--- src/rtl/fifo_pkg.sv ---
// Shared sizing helpers and parameter legality check for the 1R1W FIFO family.
package fifo_pkg;

  function automatic int unsigned ptr_width(input int unsigned depth);
    return (depth > 1) ? $clog2(depth) : 1;
  endfunction

  function automatic int unsigned count_width(input int unsigned depth);
    return $clog2(depth + 1);
  endfunction

  // Evaluated at elaboration; the top raises an error when this is false.
  function automatic bit params_legal(input int unsigned width,
                                      input int unsigned depth,
                                      input int unsigned af_margin,
                                      input int unsigned ae_margin);
    return (width >= 1) && (depth >= 2) && (af_margin < depth) && (ae_margin < depth);
  endfunction

endpackage

--- src/rtl/fifo_wrap_ptr.sv ---
// Modulo-depth pointer: counts 0..depth_p-1 and wraps, with synchronous clear.
module fifo_wrap_ptr
  import fifo_pkg::*;
#(
  parameter int unsigned depth_p = 16
) (
  input  logic                          clk_i,
  input  logic                          reset_n_i,
  input  logic                          clear_i,
  input  logic                          inc_i,
  output logic [ptr_width(depth_p)-1:0] ptr_o
);

  localparam int unsigned ptr_w_lp = ptr_width(depth_p);
  localparam logic [ptr_w_lp-1:0] last_idx_lp = ptr_w_lp'(depth_p - 1);

  logic [ptr_w_lp-1:0] ptr_d, ptr_q;

  always_comb begin
    ptr_d = ptr_q;
    if (clear_i) begin
      ptr_d = '0;
    end else if (inc_i) begin
      ptr_d = (ptr_q == last_idx_lp) ? '0 : ptr_q + 1'b1;
    end
  end

  always_ff @(posedge clk_i or negedge reset_n_i) begin
    if (!reset_n_i) begin
      ptr_q <= '0;
    end else begin
      ptr_q <= ptr_d;
    end
  end

  assign ptr_o = ptr_q;

endmodule

--- src/rtl/fifo_1r1w_flags.sv ---
// Single-read/single-write FIFO with occupancy count, threshold flags, flush and
// sticky underflow. Input valid/ready, output valid/yumi, first-word fall-through.
module fifo_1r1w_flags
  import fifo_pkg::*;
#(
  parameter int unsigned width_p     = 8,
  parameter int unsigned depth_p     = 16,
  parameter int unsigned af_margin_p = 2,
  parameter int unsigned ae_margin_p = 2
) (
  input  logic                            clk_i,
  input  logic                            reset_n_i,
  input  logic                            clear_i,
  input  logic [width_p-1:0]              data_i,
  input  logic                            valid_i,
  output logic                            ready_o,
  output logic                            valid_o,
  output logic [width_p-1:0]              data_o,
  input  logic                            yumi_i,
  output logic [count_width(depth_p)-1:0] count_o,
  output logic                            almost_full_o,
  output logic                            almost_empty_o,
  output logic                            underflow_o
);

  localparam int unsigned ptr_w_lp = ptr_width(depth_p);
  localparam int unsigned cnt_w_lp = count_width(depth_p);

  localparam logic [cnt_w_lp-1:0] depth_lp     = cnt_w_lp'(depth_p);
  localparam logic [cnt_w_lp-1:0] af_thresh_lp = cnt_w_lp'(depth_p - af_margin_p);
  localparam logic [cnt_w_lp-1:0] ae_thresh_lp = cnt_w_lp'(ae_margin_p);

  if (!params_legal(width_p, depth_p, af_margin_p, ae_margin_p)) begin : g_bad_params
    $error("fifo_1r1w_flags: illegal width_p/depth_p/af_margin_p/ae_margin_p");
  end

  logic [width_p-1:0]  mem_q [depth_p];
  logic [ptr_w_lp-1:0] wr_ptr, rd_ptr;
  logic [cnt_w_lp-1:0] count_d, count_q;
  logic                underflow_d, underflow_q;
  logic                enq, deq;

  assign ready_o = (count_q != depth_lp) & reset_n_i;
  assign valid_o = (count_q != '0);
  assign enq     = valid_i & ready_o;
  assign deq     = yumi_i & valid_o;

  fifo_wrap_ptr #(
    .depth_p (depth_p)
  ) u_wr_ptr (
    .clk_i     (clk_i),
    .reset_n_i (reset_n_i),
    .clear_i   (clear_i),
    .inc_i     (enq),
    .ptr_o     (wr_ptr)
  );

  fifo_wrap_ptr #(
    .depth_p (depth_p)
  ) u_rd_ptr (
    .clk_i     (clk_i),
    .reset_n_i (reset_n_i),
    .clear_i   (clear_i),
    .inc_i     (deq),
    .ptr_o     (rd_ptr)
  );

  // Storage is deliberately left out of reset and flush.
  always_ff @(posedge clk_i) begin
    if (enq && !clear_i) begin
      mem_q[wr_ptr] <= data_i;
    end
  end

  assign data_o = mem_q[rd_ptr];

  always_comb begin
    count_d     = count_q;
    underflow_d = underflow_q;
    if (clear_i) begin
      count_d     = '0;
      underflow_d = 1'b0;
    end else begin
      if (enq && !deq) begin
        count_d = count_q + 1'b1;
      end else if (deq && !enq) begin
        count_d = count_q - 1'b1;
      end
      if (yumi_i && !valid_o) begin
        underflow_d = 1'b1;
      end
    end
  end

  always_ff @(posedge clk_i or negedge reset_n_i) begin
    if (!reset_n_i) begin
      count_q     <= '0;
      underflow_q <= 1'b0;
    end else begin
      count_q     <= count_d;
      underflow_q <= underflow_d;
    end
  end

  assign count_o        = count_q;
  assign underflow_o    = underflow_q;
  assign almost_full_o  = (count_q >= af_thresh_lp);
  assign almost_empty_o = (count_q <= ae_thresh_lp);

endmodule

--- config.mk ---
export PLATFORM = sky130hd
export DESIGN_NAME = fifo_1r1w_flags
export DESIGN_NICKNAME = d
export VERILOG_FILES = /design/src/rtl/fifo_pkg.sv /design/src/rtl/fifo_wrap_ptr.sv /design/src/rtl/fifo_1r1w_flags.sv
export SDC_FILE = /design/constraint.sdc
export NUM_CORES = 1
export LEC_CHECK = 0
export ABC_AREA = 1
export BUFFER_PORTS_ARGS = -buffer_cell sky130_fd_sc_hd__buf_4
export CELL_PAD_IN_SITES_DETAIL_PLACEMENT = 2
export CELL_PAD_IN_SITES_GLOBAL_PLACEMENT = 2
export CORE_UTILIZATION = 42
export CTS_CLUSTER_SIZE = 10
export DETAILED_ROUTE_END_ITERATION = 10
export GPL_TIMING_DRIVEN = 0
export PLACE_DENSITY_LB_ADDON = 0.1
export SETUP_SLACK_MARGIN = 0.02
export SYNTH_ARGS = -nofsm -noshare
export SYNTH_HDL_FRONTEND = slang
export SYNTH_SLANG_ARGS = --single-unit
--- constraint.sdc ---
create_clock -name clk_i -period 2.3 [get_ports clk_i]
set_clock_uncertainty 0.2 [all_clocks]
set_input_delay 0.46 -clock clk_i [delete_from_list [all_inputs] [get_ports clk_i]]
set_output_delay 0.46 -clock clk_i [all_outputs]
set_load 0.01 [all_outputs]
==> Yosys cells after proc, flatten, opt, wreduce, memory -nomap -nowiden <==
Memory sizes are Yosys's and may differ from the RTL's.
Cells that the tools add are included.
{ "op_classes": {"n_mux": 13, "n_eq_ne": 3, "reduce_logical": 13, "bitwise": 3, "n_addsub": 4, "order_cmp": 2} }
{ "op_table": {"columns": ["op", "n"], "rows": [
  ["4-bit two-way mux", 6],
  ["5-bit two-way mux", 3],
  ["4-bit by 1-bit adder with 4-bit output, second input constant", 2],
  ["4-bit equality test, second input constant", 2],
  ["2-bit nonzero test", 3],
  ["5-bit by 1-bit adder with 5-bit output, second input constant", 1],
  ["5-bit by 4-bit greater-or-equal comparator with 1-bit output, second input constant", 1],
  ["5-bit by 2-bit less-or-equal comparator with 1-bit output, second input constant", 1],
  ["5-bit inequality test, second input constant", 1],
  ["5-bit nonzero test", 1],
  ["5-bit by 1-bit subtractor with 5-bit output, second input constant", 1],
  ["1-bit logical AND", 4],
  ["1-bit logical NOT", 4],
  ["1-bit two-way mux", 4],
  ["1-bit AND", 3],
  ["3-bit nonzero test", 1]
]} }
{ "totals": {"ff_bits": 14, "n_memories": 1, "elab_cells": 43, "ram_bits": 128, "output_inout_bits": 18} }
{ "memory_table": {"columns": ["name", "depth", "width", "rd", "rd_clocked_by_memory_dff", "write_ports", "line", "text"], "rows": [
  ["mem_q", 16, 8, 1, 0, 1, "fifo_1r1w_flags.sv:37", "logic [width_p-1:0] mem_q [depth_p];"]
]} }

==> Longest topological paths before layout <==
Gate-level depths: netlist of the first run.
{ "depth": {"word_depth": 8, "depth_mapped": 15} }

==> By module <==
A second synthesis of the first run with hierarchy kept.
{ "unflattened": {"cells_unflattened": 552, "hier_area_um2": 6323.6} }
{ "by_module_without_submodules": {"columns": ["mod", "cells_per_inst", "seq_area_each_um2", "area_each_um2", "n_inst"], "rows": [
  ["fifo_1r1w_flags", 502, 3993.8, 5883.1, 1],
  ["fifo_wrap_ptr", 25, 100.1, 220.2, 2]
]} }

==> Worst setup path before layout of the first run <==
Ideal clock, no wire load.
{ "synth_timing": {"path_type": "register to register", "startpoint": "register count_q[1], in the netlist count_o[1]", "endpoint": "register count_q[4], in the netlist count_o[4]", "stages_incl_launch_ff": 14, "t_arrival_ns": 1.915, "setup_ns": 0.117, "setup_slack_ns": 0.068, "required_ns": 1.983, "path_buffers": 0, "synth_period_minus_slack_ns": 2.232, "cell_sequence": "dfrtp_1 nor2_2 nand3_2 nand2_4 nand2_4 fa_1 nand3_1 nand3_1 nand2_1 inv_1 nand2_1 nand2_1 nand2_1 nand2_1"} }
{ "synth_between": {"elab_chain_len": 6} }
{ "synth_rtl": {"columns": ["element", "line", "text"], "rows": [
  ["start, declared", "fifo_1r1w_flags.sv:39", "logic [cnt_w_lp-1:0] count_d, count_q;"],
  ["start signal, assigned", "fifo_1r1w_flags.sv:100", "count_q <= count_d;"],
  ["5-bit nonzero test (*)", "fifo_1r1w_flags.sv:44", "assign valid_o = (count_q != '0);"],
  ["via valid_o", "fifo_1r1w_flags.sv:17", "output logic valid_o,"],
  ["1-bit AND (*)", "fifo_1r1w_flags.sv:46", "assign deq = yumi_i & valid_o;"],
  ["1-bit logical NOT", "fifo_1r1w_flags.sv:84", "if (enq && !deq) begin"],
  ["1-bit logical AND", "fifo_1r1w_flags.sv:84", null],
  ["5-bit two-way mux", "fifo_1r1w_flags.sv:84", null],
  ["5-bit two-way mux", "fifo_1r1w_flags.sv:80", "if (clear_i) begin"]
]} }
Mark *: on every way through the listed nets, which the timed path passes. The rest lies on a longest branch. The select of a mux whose other input is x is not followed.
A chain may end at the register's enable or synchronous reset.

==> Final worst setup path of the first run <==
{ "layout_timing": {"startpoint": "register u_rd_ptr.ptr_q[0], in the netlist u_rd_ptr.ptr_o[0]", "endpoint": "output port data_o[6]"} }
{ "layout_between": {"elab_chain_len": 1} }
{ "layout_rtl": {"columns": ["element", "line", "text"], "rows": [
  ["start, declared", "fifo_wrap_ptr.sv:17", "logic [ptr_w_lp-1:0] ptr_d, ptr_q;"],
  ["start signal, assigned", "fifo_wrap_ptr.sv:32", "ptr_q <= ptr_d;"],
  ["memory 16 x 8 bit", null, null],
  ["end, declared", "fifo_1r1w_flags.sv:18", "output logic [width_p-1:0] data_o,"]
]} }
No other way between the ends.

==> results of run 1 <==
power groups by stage:
stage | Clock [mW] | Sequential (mW) | Combinational, mW
floorplan | 0 | 3.02 | 1.28
global placement | 0 | 3.02 | 2.10
detailed placement | 0 | 3.03 | 2.25
CTS | 2.69 | 2.96 | 2.79
global route | 2.83 | 2.98 | 3.53
finish | 2.76 | 2.97 | 3.38
through the flow:
step                      util (%)  worst slack (ns)  hold slack (ns)
after floorplan                  -            0.0680          -0.0356
after global placement        46.4            -0.677            0.143
after detailed placement      46.5            -0.552            0.141
after global routing          57.2            -0.489            0.146
after CTS                     55.0            -0.409            0.124
final                         57.2            -0.443            0.135
registers in the layout (all words and copies together), names as in the netlist:
register / flops
underflow_o: 1
mem_q: 128
u_wr_ptr.ptr_o: 4
count_o: 5
u_rd_ptr.ptr_o: 4
metal layers:
layer  track usage [%]  share of wire [%]  wire length (um)
met5                 0                  0                 0
met2              59.9                 52             12900
met4              16.3                4.2              1040
met1              40.2                 39              9560
met3              6.69                5.2              1290
synth_stat cells, types with 2 or more instances:
master    number
nand2_4        2
o221ai_1       8
o22ai_1       17
buf_2         13
nor2_2         2
edfxtp_1     128
o211ai_1       8
nor2_1        88
nand3_2        3
nand3_1       22
ha_1           9
xor2_1         2
dfrtp_1       14
clkbuf_1       8
nor3_2         2
nand2_2        3
inv_1         12
buf_4          3
inv_2          4
nand2_1       75
clkinv_1       2
a21oi_1        6
o21ai_0       63
nand4_1        2
o21ai_1        6
nor2_4         2
nor3_1         3
final timing paths:
path	to	slack, ns	start
min in group asynchronous	u_rd_ptr.ptr_o[2]	0.45	reset_n_i
worst min-delay path	underflow_o	0.13	clear_i
max in group asynchronous	count_o[1]	0.94	reset_n_i
worst max register to register	count_o[4]	-0.09	count_o[2]
worst min register to register	underflow_o	0.34	underflow_o
worst max-delay path	data_o[6]	-0.44	u_rd_ptr.ptr_o[0]
critical path, delay by kind of cell, from the launching register on:
kind	cells	cell delay, ns
compound gates	2	0.49
buf+inv	3	0.48
flops	1	0.47
simple gates	2	0.20
what timing repair did:
action / in CTS / in global routing
hold buffers: 1 / 0
setup buffers: 24 / 9
setup endpoints to repair: 138 / 48
pin swaps: 18 / 21
endpoints found under the hold margin: 14 / 0
cloned: 1 / 1
resized for setup: 105 / 58
final cells by class:
type | instances | area share [%]
plain buffers | 24 | 3.52
clock buffers | 24 | 6.55
clock inverters | 8 | 0.657
inverters | 18 | 0.954
multi-input cells | 327 | 25.0
flip-flops and latches | 142 | 52.5
well taps | 180 | 2.82
repair buffers | 65 | 7.94
logic make-up after synthesis:
kind of cell,after synthesis,share of synthesized area (%)
simple gates,204,14.5
flops,142,69.3
compound gates,110,10.5
buf+inv,43,3.14
fa+ha+maj,10,2.19
xor+xnor,3,0.434
==> flow_metrics.env, run 1 <==
export IMPL_place_congestion=0.801
export IMPL_worstPathMaxFanout=10
export IMPL_htree_levels=4
export IMPL_ys_ff_latch=142
export IMPL_path_cells="buf_6, buf_4, o21ai_0, o221ai_1, nand3_1, nand2_1, buf_6"
export IMPL_period_minus_slack_ns=2.74
export IMPL_setup_viol=10
export IMPL_place_area_sq_um=6510
export IMPL_maxCapViolations=0
export IMPL_slowest_delay_ns=0.47
export IMPL_yosysSeqAreaShare_pct=69.3
export IMPL_required_ns=1.64
export IMPL_area_growth_pct=32.1
export IMPL_setup_slack_ns=-0.443
export IMPL_synth_flop_cell="edfxtp_1"
export IMPL_syn_nets=535
export IMPL_regArea_sq_um=4200
export IMPL_swShare_pct=36.1
export IMPL_grt_start_max_net_pins=17
export IMPL_start_util_pct=43.3
export IMPL_core_area_sq_um=14000
export IMPL_root_buffer="clkbuf_16"
export IMPL_io_buffers=29
export IMPL_ant_nets=0
export IMPL_reg2reg_depth=14
export IMPL_clockBufferDepth=2
export IMPL_clock_sinks=142
export IMPL_layout_commonest_cell="edfxtp_1"
export IMPL_num_rows=43
export IMPL_vias=4832
export IMPL_pin_count=31
export IMPL_syn_mean_instance_area_sq_um=11.8
export IMPL_ys_top_cells_by_area="edfxtp_1, dfrtp_1, nor2_1"
export IMPL_rsz0062_at_grt="yes"
export IMPL_clk_pin_slew_ns=0.07
export IMPL_violations="negative setup slack"
export IMPL_ys_types=32
export IMPL_critPathArrivalTime_ns=2.08
export IMPL_hold_viol=0
export IMPL_synth_edff_count=128
export IMPL_drc=0
export IMPL_post_route_cell_area_sq_um=8000
export IMPL_synth_warnings=0
export IMPL_antenna_found_initial=0
export IMPL_grt_pass1_vias=5279
export IMPL_cts_tree="done"
export IMPL_drt_wl_total_um=24800
export IMPL_dp_cells=721
export IMPL_cts_made_buffers=17
export IMPL_fin_crit_sh_pct=119
export IMPL_powerDensity_nw_per_um2=1140
export IMPL_p_leak_nw=2.91
export IMPL_vias_per_cell=6.13
export IMPL_insertedDiodeCount=0
export IMPL_multi_input_area_sq_um=2000
export IMPL_p_int_mw=5.82
export IMPL_final_cell_mix="edfxtp_1, nor2_1, nand2_1"
export IMPL_grt_first_pass_wirelength_um=34700
export IMPL_crit_path_frequent_cell="buf_6"
export IMPL_die_h_um=122
export IMPL_die_area_sq_um=14900
export IMPL_finalNonFillerCells=788
export IMPL_drt_initial_drc_count=424
export IMPL_gr_total_overflow=0
export IMPL_p_switching_mw=3.29
export IMPL_fillerInstances=1277
export IMPL_ys_async_sr_fraction_pct=9.86
export IMPL_p_comb_share_pct=37.0
export IMPL_dpl_hpwl_um=13100
export IMPL_synth_area_leader_cell="edfxtp_1"
export IMPL_die_width_um=122
export IMPL_hold_class="in -> reg"
export IMPL_power_total_mw=9.11
export IMPL_tightestPinTransition_ns=0.717
export IMPL_clk_latency_ns=0.44
export IMPL_tns_ns=-3.47
export IMPL_pwr_share_seq_pct=32.6
export IMPL_slew_violations=0
export IMPL_min_path_cells=2
export IMPL_p_clk_share_pct=30.3
export IMPL_worstSetupEndpointType="primary output"
export IMPL_status="finished, violations left"
export IMPL_startpoint_type="register"
export IMPL_synth_top_area_share_pct=63.5
export IMPL_crit_slowest_cell="dfrtp_2"
export IMPL_wl_per_cell_um=31.4
export IMPL_drive_gt1_share_pct=33.1
export IMPL_synth_area_sq_um=6050
export IMPL_drt_pass1_iter_count=5
export IMPL_crit_type="reg -> out"
export IMPL_netlist_instances=512
export IMPL_grt_usage_pct=34.2
export IMPL_fin_nets=618
export IMPL_relSlewSlack_pct=52.1
export IMPL_fmax_mhz=365
export IMPL_peakVddDrop_mv=0.624
Note: power is estimated with default switching activity, not from simulation.
==> inputs of run 2 (changes only) <==
PLACE_DENSITY = 0.79   (was not set)
PLACE_DENSITY_LB_ADDON = not set   (was 0.1)
==> flow_metrics.env, run 2 (same netlist as run 1, synthesis figures left out) <==
export IMPL_status="finished, violations left"
export IMPL_violations="negative setup slack"
export IMPL_pwr_share_seq_pct=29.9
export IMPL_crit_type="reg -> out"
export IMPL_fmax_mhz=338
export IMPL_maxCapViolations=0
export IMPL_reg2reg_depth=6
export IMPL_path_cells="inv_4, buf_12, buf_12, nor2_1, o22ai_1, nand2_1, nand2_1, nand2_2, nand2_1, buf_6"
export IMPL_regToRegStartpoint="count_o[1]"
export IMPL_clk_latency_ns=0.45
export IMPL_drt_pass1_iter_count=5
export IMPL_gr_total_overflow=0
export IMPL_clockBufferDepth=2
export IMPL_crit_path_frequent_cell="nand2_1"
export IMPL_dpl_hpwl_um=13600
export IMPL_cp_top_family="buffers and inverters"
export IMPL_hold_class="in -> reg"
export IMPL_relSlewSlack_pct=43.0
export IMPL_min_delay_start="clear_i"
export IMPL_slew_violations=0
export IMPL_setup_viol=59
export IMPL_slowest_delay_ns=0.49
export IMPL_final_cell_mix="edfxtp_1, nor2_1, buf_4"
export IMPL_critical_path_buf_inv_count=4
export IMPL_crit_slowest_cell="dfrtp_2"
export IMPL_drc=0
export IMPL_fillerInstances=1261
export IMPL_cts_made_buffers=17
export IMPL_die_width_um=122
export IMPL_multi_input_area_sq_um=2160
export IMPL_cts_tree="done"
export IMPL_die_area_sq_um=14900
export IMPL_ant_nets=0
export IMPL_grt_pass1_vias=5359
export IMPL_drt_wl_total_um=29900
export IMPL_vias_per_cell=6.50
export IMPL_core_area_sq_um=14000
export IMPL_vias=5216
export IMPL_required_ns=1.64
export IMPL_wl_per_cell_um=37.3
export IMPL_peakVddDrop_mv=0.674
export IMPL_grt_usage_pct=36.7
export IMPL_place_congestion=0.793
export IMPL_reg2reg_slack_ns=-0.09
export IMPL_drt_initial_drc_count=552
export IMPL_startpoint_type="register"
export IMPL_layout_commonest_cell="edfxtp_1"
export IMPL_antenna_found_initial=1
export IMPL_p_int_mw=6.17
export IMPL_die_h_um=122
export IMPL_regArea_sq_um=4200
export IMPL_p_switching_mw=3.82
export IMPL_swShare_pct=38.2
export IMPL_drive_gt1_share_pct=39.2
export IMPL_top_register="mem_q"
export IMPL_grt_start_max_net_pins=17
export IMPL_tns_ns=-6.63
export IMPL_pre_cts_slack_ns=-0.669
export IMPL_powerDensity_nw_per_um2=1200
export IMPL_clk_pin_slew_ns=0.07
export IMPL_pin_count=31
export IMPL_p_clk_share_pct=28.0
export IMPL_largest_register_ffs=128
export IMPL_hold_path_end="underflow_o"
export IMPL_start_util_pct=43.3
export IMPL_clock_sinks=142
export IMPL_setup_slack_ns=-0.658
export IMPL_insertedDiodeCount=0
export IMPL_power_total_mw=9.98
export IMPL_worstPathMaxFanout=7
export IMPL_io_buffers=29
export IMPL_grt_first_pass_wirelength_um=37300
export IMPL_tightestPinTransition_ns=0.852
export IMPL_cp_startpoint="u_rd_ptr.ptr_o[0]"
export IMPL_rsz0062_at_grt="yes"
export IMPL_fin_crit_sh_pct=129
export IMPL_htree_levels=4
export IMPL_hold_viol=0
export IMPL_worstSetupEndpointType="primary output"
export IMPL_min_path_cells=2
export IMPL_root_buffer="clkbuf_16"
export IMPL_p_comb_share_pct=42.1
export IMPL_critPathArrivalTime_ns=2.30
export IMPL_fin_nets=633
export IMPL_period_minus_slack_ns=2.96
export IMPL_fin_util_pct=59.5
export IMPL_area_growth_pct=37.6
export IMPL_num_rows=43
export IMPL_reg2reg_to="mem_q[4][3]"
export IMPL_p_leak_nw=3.03
run 2: worst max path at each step:
stage	endpoint	slack, ns	depth (start not counted)
floorplan	count_o[4]	0.07	13
global placement	mem_q[11][0]	-0.78	5
detailed placement	mem_q[3][2]	-0.67	5
CTS	data_o[3]	-0.36	8
global route	data_o[3]	-0.68	10
finish	data_o[3]	-0.66	10
run 2: area by class of cell:
class	instances	area share [%]
well taps	180	2.70
clock inverters	9	1.14
repair buffers	78	9.58
clock buffers	22	5.33
plain buffers	25	3.94
inverters	18	0.886
multi-input cells	328	26.0
flip-flops and latches	142	50.5
run 2: layer usage:
| metal | global-route usage, % | part of all wire [%] | up-vias |
|---|---|---|---|
| met1 | 44.6 | 37 | 2676 |
| met3 | 6.74 | 8.2 | 123 |
| met2 | 62.6 | 49 | 374 |
| met4 | 18.2 | 5.8 | 0 |
| met5 | 0 | 0 | - |
| li1 | - | - | 2043 |
run 2: per-stage QoR:
stage          std cells  hold slack (ns)  cell area (sq um)
2_1_floorplan        512          -0.0356               6050
3_3_place_gp         721            0.140               6500
3_5_place_dp         722            0.142               6510
4_1_cts              777            0.132               7820
5_1_grt              802            0.163               8330
6_report             802            0.157               8330
run 2: power groups by stage:
| stage | Combinational (mW) | Sequential, mW | Clock (mW) |
|---|---|---|---|
| global placement | 2.11 | 3.02 | 0 |
| CTS | 3.32 | 2.97 | 2.62 |
| detailed placement | 2.27 | 3.03 | 0 |
| global route | 4.31 | 2.99 | 2.85 |
| finish | 4.21 | 2.99 | 2.79 |
| floorplan | 1.28 | 3.02 | 0 |
run 2: worst register-to-register path, cell delays in order (launching register included):
cell	delay (ns)
dfrtp_2	0.42
nor2_4	0.07
nand3_2	0.12
nand3_2	0.17
nor2_4	0.24
nand2_1	0.36
nor2_4	0.45
run 2: what timing repair did:
item                                    4_1_cts  5_1_grt
endpoints found under the setup margin      130       75
gates cloned                                  5        2
gates resized for setup                     174       59
hold endpoints to repair                     14        0
pin swaps                                    40       42
setup buffers                                18       23
hold buffers                                  1        0
==> inputs of run 3 (changes only) <==
ABC_AREA = not set   (was 1)
CORE_UTILIZATION = 47   (was 42)
==> flow_metrics.env, run 3 <==
export IMPL_pre_cts_slack_ns=-0.972
export IMPL_syn_mean_instance_area_sq_um=19.3
export IMPL_yosysMostFrequentCell="edfxtp_1"
export IMPL_synth_area_leader_cell="edfxtp_1"
export IMPL_startpoint_type="register"
export IMPL_pin_count=31
export IMPL_antenna_found_initial=0
export IMPL_synth_top_family_by_area="multiplexers"
export IMPL_syn_nets=329
export IMPL_required_ns=1.64
export IMPL_top_register="mem_q"
export IMPL_ys_ff_latch=142
export IMPL_grt_pass1_vias=3720
export IMPL_ys_types=36
export IMPL_rsz0062_at_grt="yes"
export IMPL_synth_area_mux_share_pct=16.4
export IMPL_core_area_sq_um=12100
export IMPL_ant_nets=0
export IMPL_relSlewSlack_pct=40.6
export IMPL_fmax_mhz=326
export IMPL_area_growth_pct=31.2
export IMPL_wl_per_cell_um=34.1
export IMPL_drc=0
export IMPL_slew_violations=0
export IMPL_clk_latency_ns=0.42
export IMPL_synth_fa_ha_area_share_pct=2.25
export IMPL_synth_compound_area_share_pct=2.99
export IMPL_vias=3518
export IMPL_gr_total_overflow=0
export IMPL_power_total_mw=8.63
export IMPL_wl_met2_um=10300
export IMPL_die_h_um=114
export IMPL_ys_async_sr_fraction_pct=9.86
export IMPL_tightestPinTransition_ns=0.891
export IMPL_grt_usage_pct=31.8
export IMPL_status="finished, violations left"
export IMPL_die_area_sq_um=13000
export IMPL_ys_top_cells_by_area="edfxtp_1, mux4_2, dfrtp_1"
export IMPL_hold_class="in -> reg"
export IMPL_clockBufferDepth=2
export IMPL_fin_nets=415
export IMPL_start_util_pct=48.7
export IMPL_cts_made_buffers=17
export IMPL_drt_wl_total_um=19500
export IMPL_io_buffers=30
export IMPL_synth_area_sq_um=5890
export IMPL_synth_warnings=0
export IMPL_setup_slack_ns=-0.764
export IMPL_place_congestion=0.721
export IMPL_cts_tree="done"
export IMPL_clock_sinks=142
export IMPL_largest_register_ffs=128
export IMPL_route_layer_met1_wl_um=7550
export IMPL_fin_crit_sh_pct=133
export IMPL_p_leak_nw=2.68
export IMPL_maxCapViolations=0
export IMPL_synth_simple_area_share_pct=4.76
export IMPL_fin_util_pct=63.8
export IMPL_synth_top_area_share_pct=65.2
export IMPL_drive_gt1_share_pct=47.9
export IMPL_route_met3_wl_um=1350
export IMPL_vias_per_cell=6.14
export IMPL_htree_levels=4
export IMPL_clk_pin_slew_ns=0.06
export IMPL_layout_commonest_cell="edfxtp_1"
export IMPL_fillerInstances=976
export IMPL_slowest_delay_ns=0.57
export IMPL_crit_slowest_cell="mux4_2"
export IMPL_peakVddDrop_mv=0.645
export IMPL_period_minus_slack_ns=3.06
export IMPL_synth_edff_count=128
export IMPL_drt_pass1_iter_count=4
export IMPL_path_cells="buf_12, buf_12, mux4_2, mux4_2, buf_6"
export IMPL_grt_first_pass_wirelength_um=27400
export IMPL_drt_initial_drc_count=322
export IMPL_yosysSeqAreaShare_pct=71.2
export IMPL_netlist_instances=306
export IMPL_final_cell_mix="edfxtp_1, buf_4, mux4_2"
export IMPL_top_layer="met4"
export IMPL_synth_flop_cell="edfxtp_1"
export IMPL_worstPathMaxFanout=9
export IMPL_setup_viol=22
export IMPL_num_rows=40
export IMPL_insertedDiodeCount=0
export IMPL_root_buffer="clkbuf_16"
export IMPL_worst_hold_slack_ns=0.176
export IMPL_critPathArrivalTime_ns=2.40
export IMPL_grt_start_max_net_pins=17
export IMPL_violations="negative setup slack"
export IMPL_dpl_hpwl_um=10200
export IMPL_die_width_um=114
export IMPL_worstSetupEndpointType="primary output"
export IMPL_crit_type="reg -> out"
export IMPL_powerDensity_nw_per_um2=1120
export IMPL_tns_ns=-6.80
export IMPL_hold_viol=0
export IMPL_netlist_top_cells_count="edfxtp_1, mux4_2, nand2_1"
export IMPL_synth_xor_area_share_pct=0.870
[run 3: cell count changes after synthesis, moves of 5 or more]
cell / previous run / this run
and3_1: 0 / 11
nor2_1: 88 / 14
o22ai_1: 17 / 0
o21ai_0: 63 / 4
o221ai_1: 8 / 0
mux2i_1: 0 / 5
o21ai_1: 6 / 0
nand2_1: 75 / 15
inv_1: 12 / 6
mux4_2: 0 / 40
nand3_1: 22 / 3
o211ai_1: 8 / 2
buf_2: 13 / 5
[run 3: kinds of logic (layout without fill, tap and decap cells)]
| group | count (synthesis) | after routing |
|---|---|---|
| and+or+nand+nor | 56 | 56 |
| adders and majority gates | 10 | 10 |
| muxes | 46 | 46 |
| buffers and inverters | 21 | 120 |
| DFF | 142 | 142 |
| AOI/OAI and AO/OA | 26 | 26 |
| xor gates and xnor gates | 5 | 5 |
[run 3: layout make-up]
| type | instances | area [sq um] | area share, % |
|---|---|---|---|
| Timing Repair Buffer | 69 | 657 | 8.50 |
| Buffer | 13 | 154 | 1.99 |
| Clock inverter | 14 | 198 | 2.56 |
| Inverter | 6 | 22.5 | 0.291 |
| Clock buffer | 18 | 429 | 5.55 |
| Multi-Input combinational cell | 143 | 1860 | 24.1 |
| Tap cell | 168 | 210 | 2.72 |
| Sequential cell | 142 | 4200 | 54.3 |
[run 3: final timing paths]
path                                   start                 to  slack [ns]  depth (start not counted)
max reg2reg                       count_o[4]         count_o[4]       -0.30                          8
max                        u_rd_ptr.ptr_o[0]          data_o[3]       -0.76                          5
min reg2reg                      underflow_o        underflow_o        0.38                          2
min in group asynchronous          reset_n_i  u_rd_ptr.ptr_o[0]        0.52                          2
min                                data_i[5]       mem_q[13][5]        0.18                          1
max in group asynchronous          reset_n_i         count_o[2]        0.82                          2
[run 3: per-stage QoR]
stage	std cells	area, sq um
floorplan	306	6000
global placement	504	6430
detailed placement	504	6430
CTS	561	7480
global route	573	7730
finish	573	7730
[run 3: per-layer routing]
layer | GRT usage [%] | vias up
met3 | 7.65 | 29
met2 | 54.0 | 189
met5 | 0 | -
met1 | 40.8 | 1885
met4 | 9.52 | 0
li1 | - | 1415
[run 3: power breakdown]
group / switching (mW) / total [mW] / internal, mW
clock network: 1.12 / 3.03 / 1.91
registers: 0.0666 / 2.95 / 2.88
logic: 1.25 / 2.65 / 1.40
total: 2.44 / 8.63 / 6.19
[run 3: critical path: cells and delay by family, from the launching register on]
family | cells | cell delay (ns)
mux | 2 | 1.11
flops | 1 | 0.40
buf+inv | 3 | 0.46
[run 3: repair_timing]
item | in CTS | in global routing
hold buffers | 1 | 0
hold endpoints to repair | 14 | 0
setup buffers | 25 | 13
resized for setup | 56 | 33
pin swaps | 13 | 15
endpoints found under the setup margin | 144 | 56
cloned | 0 | 2
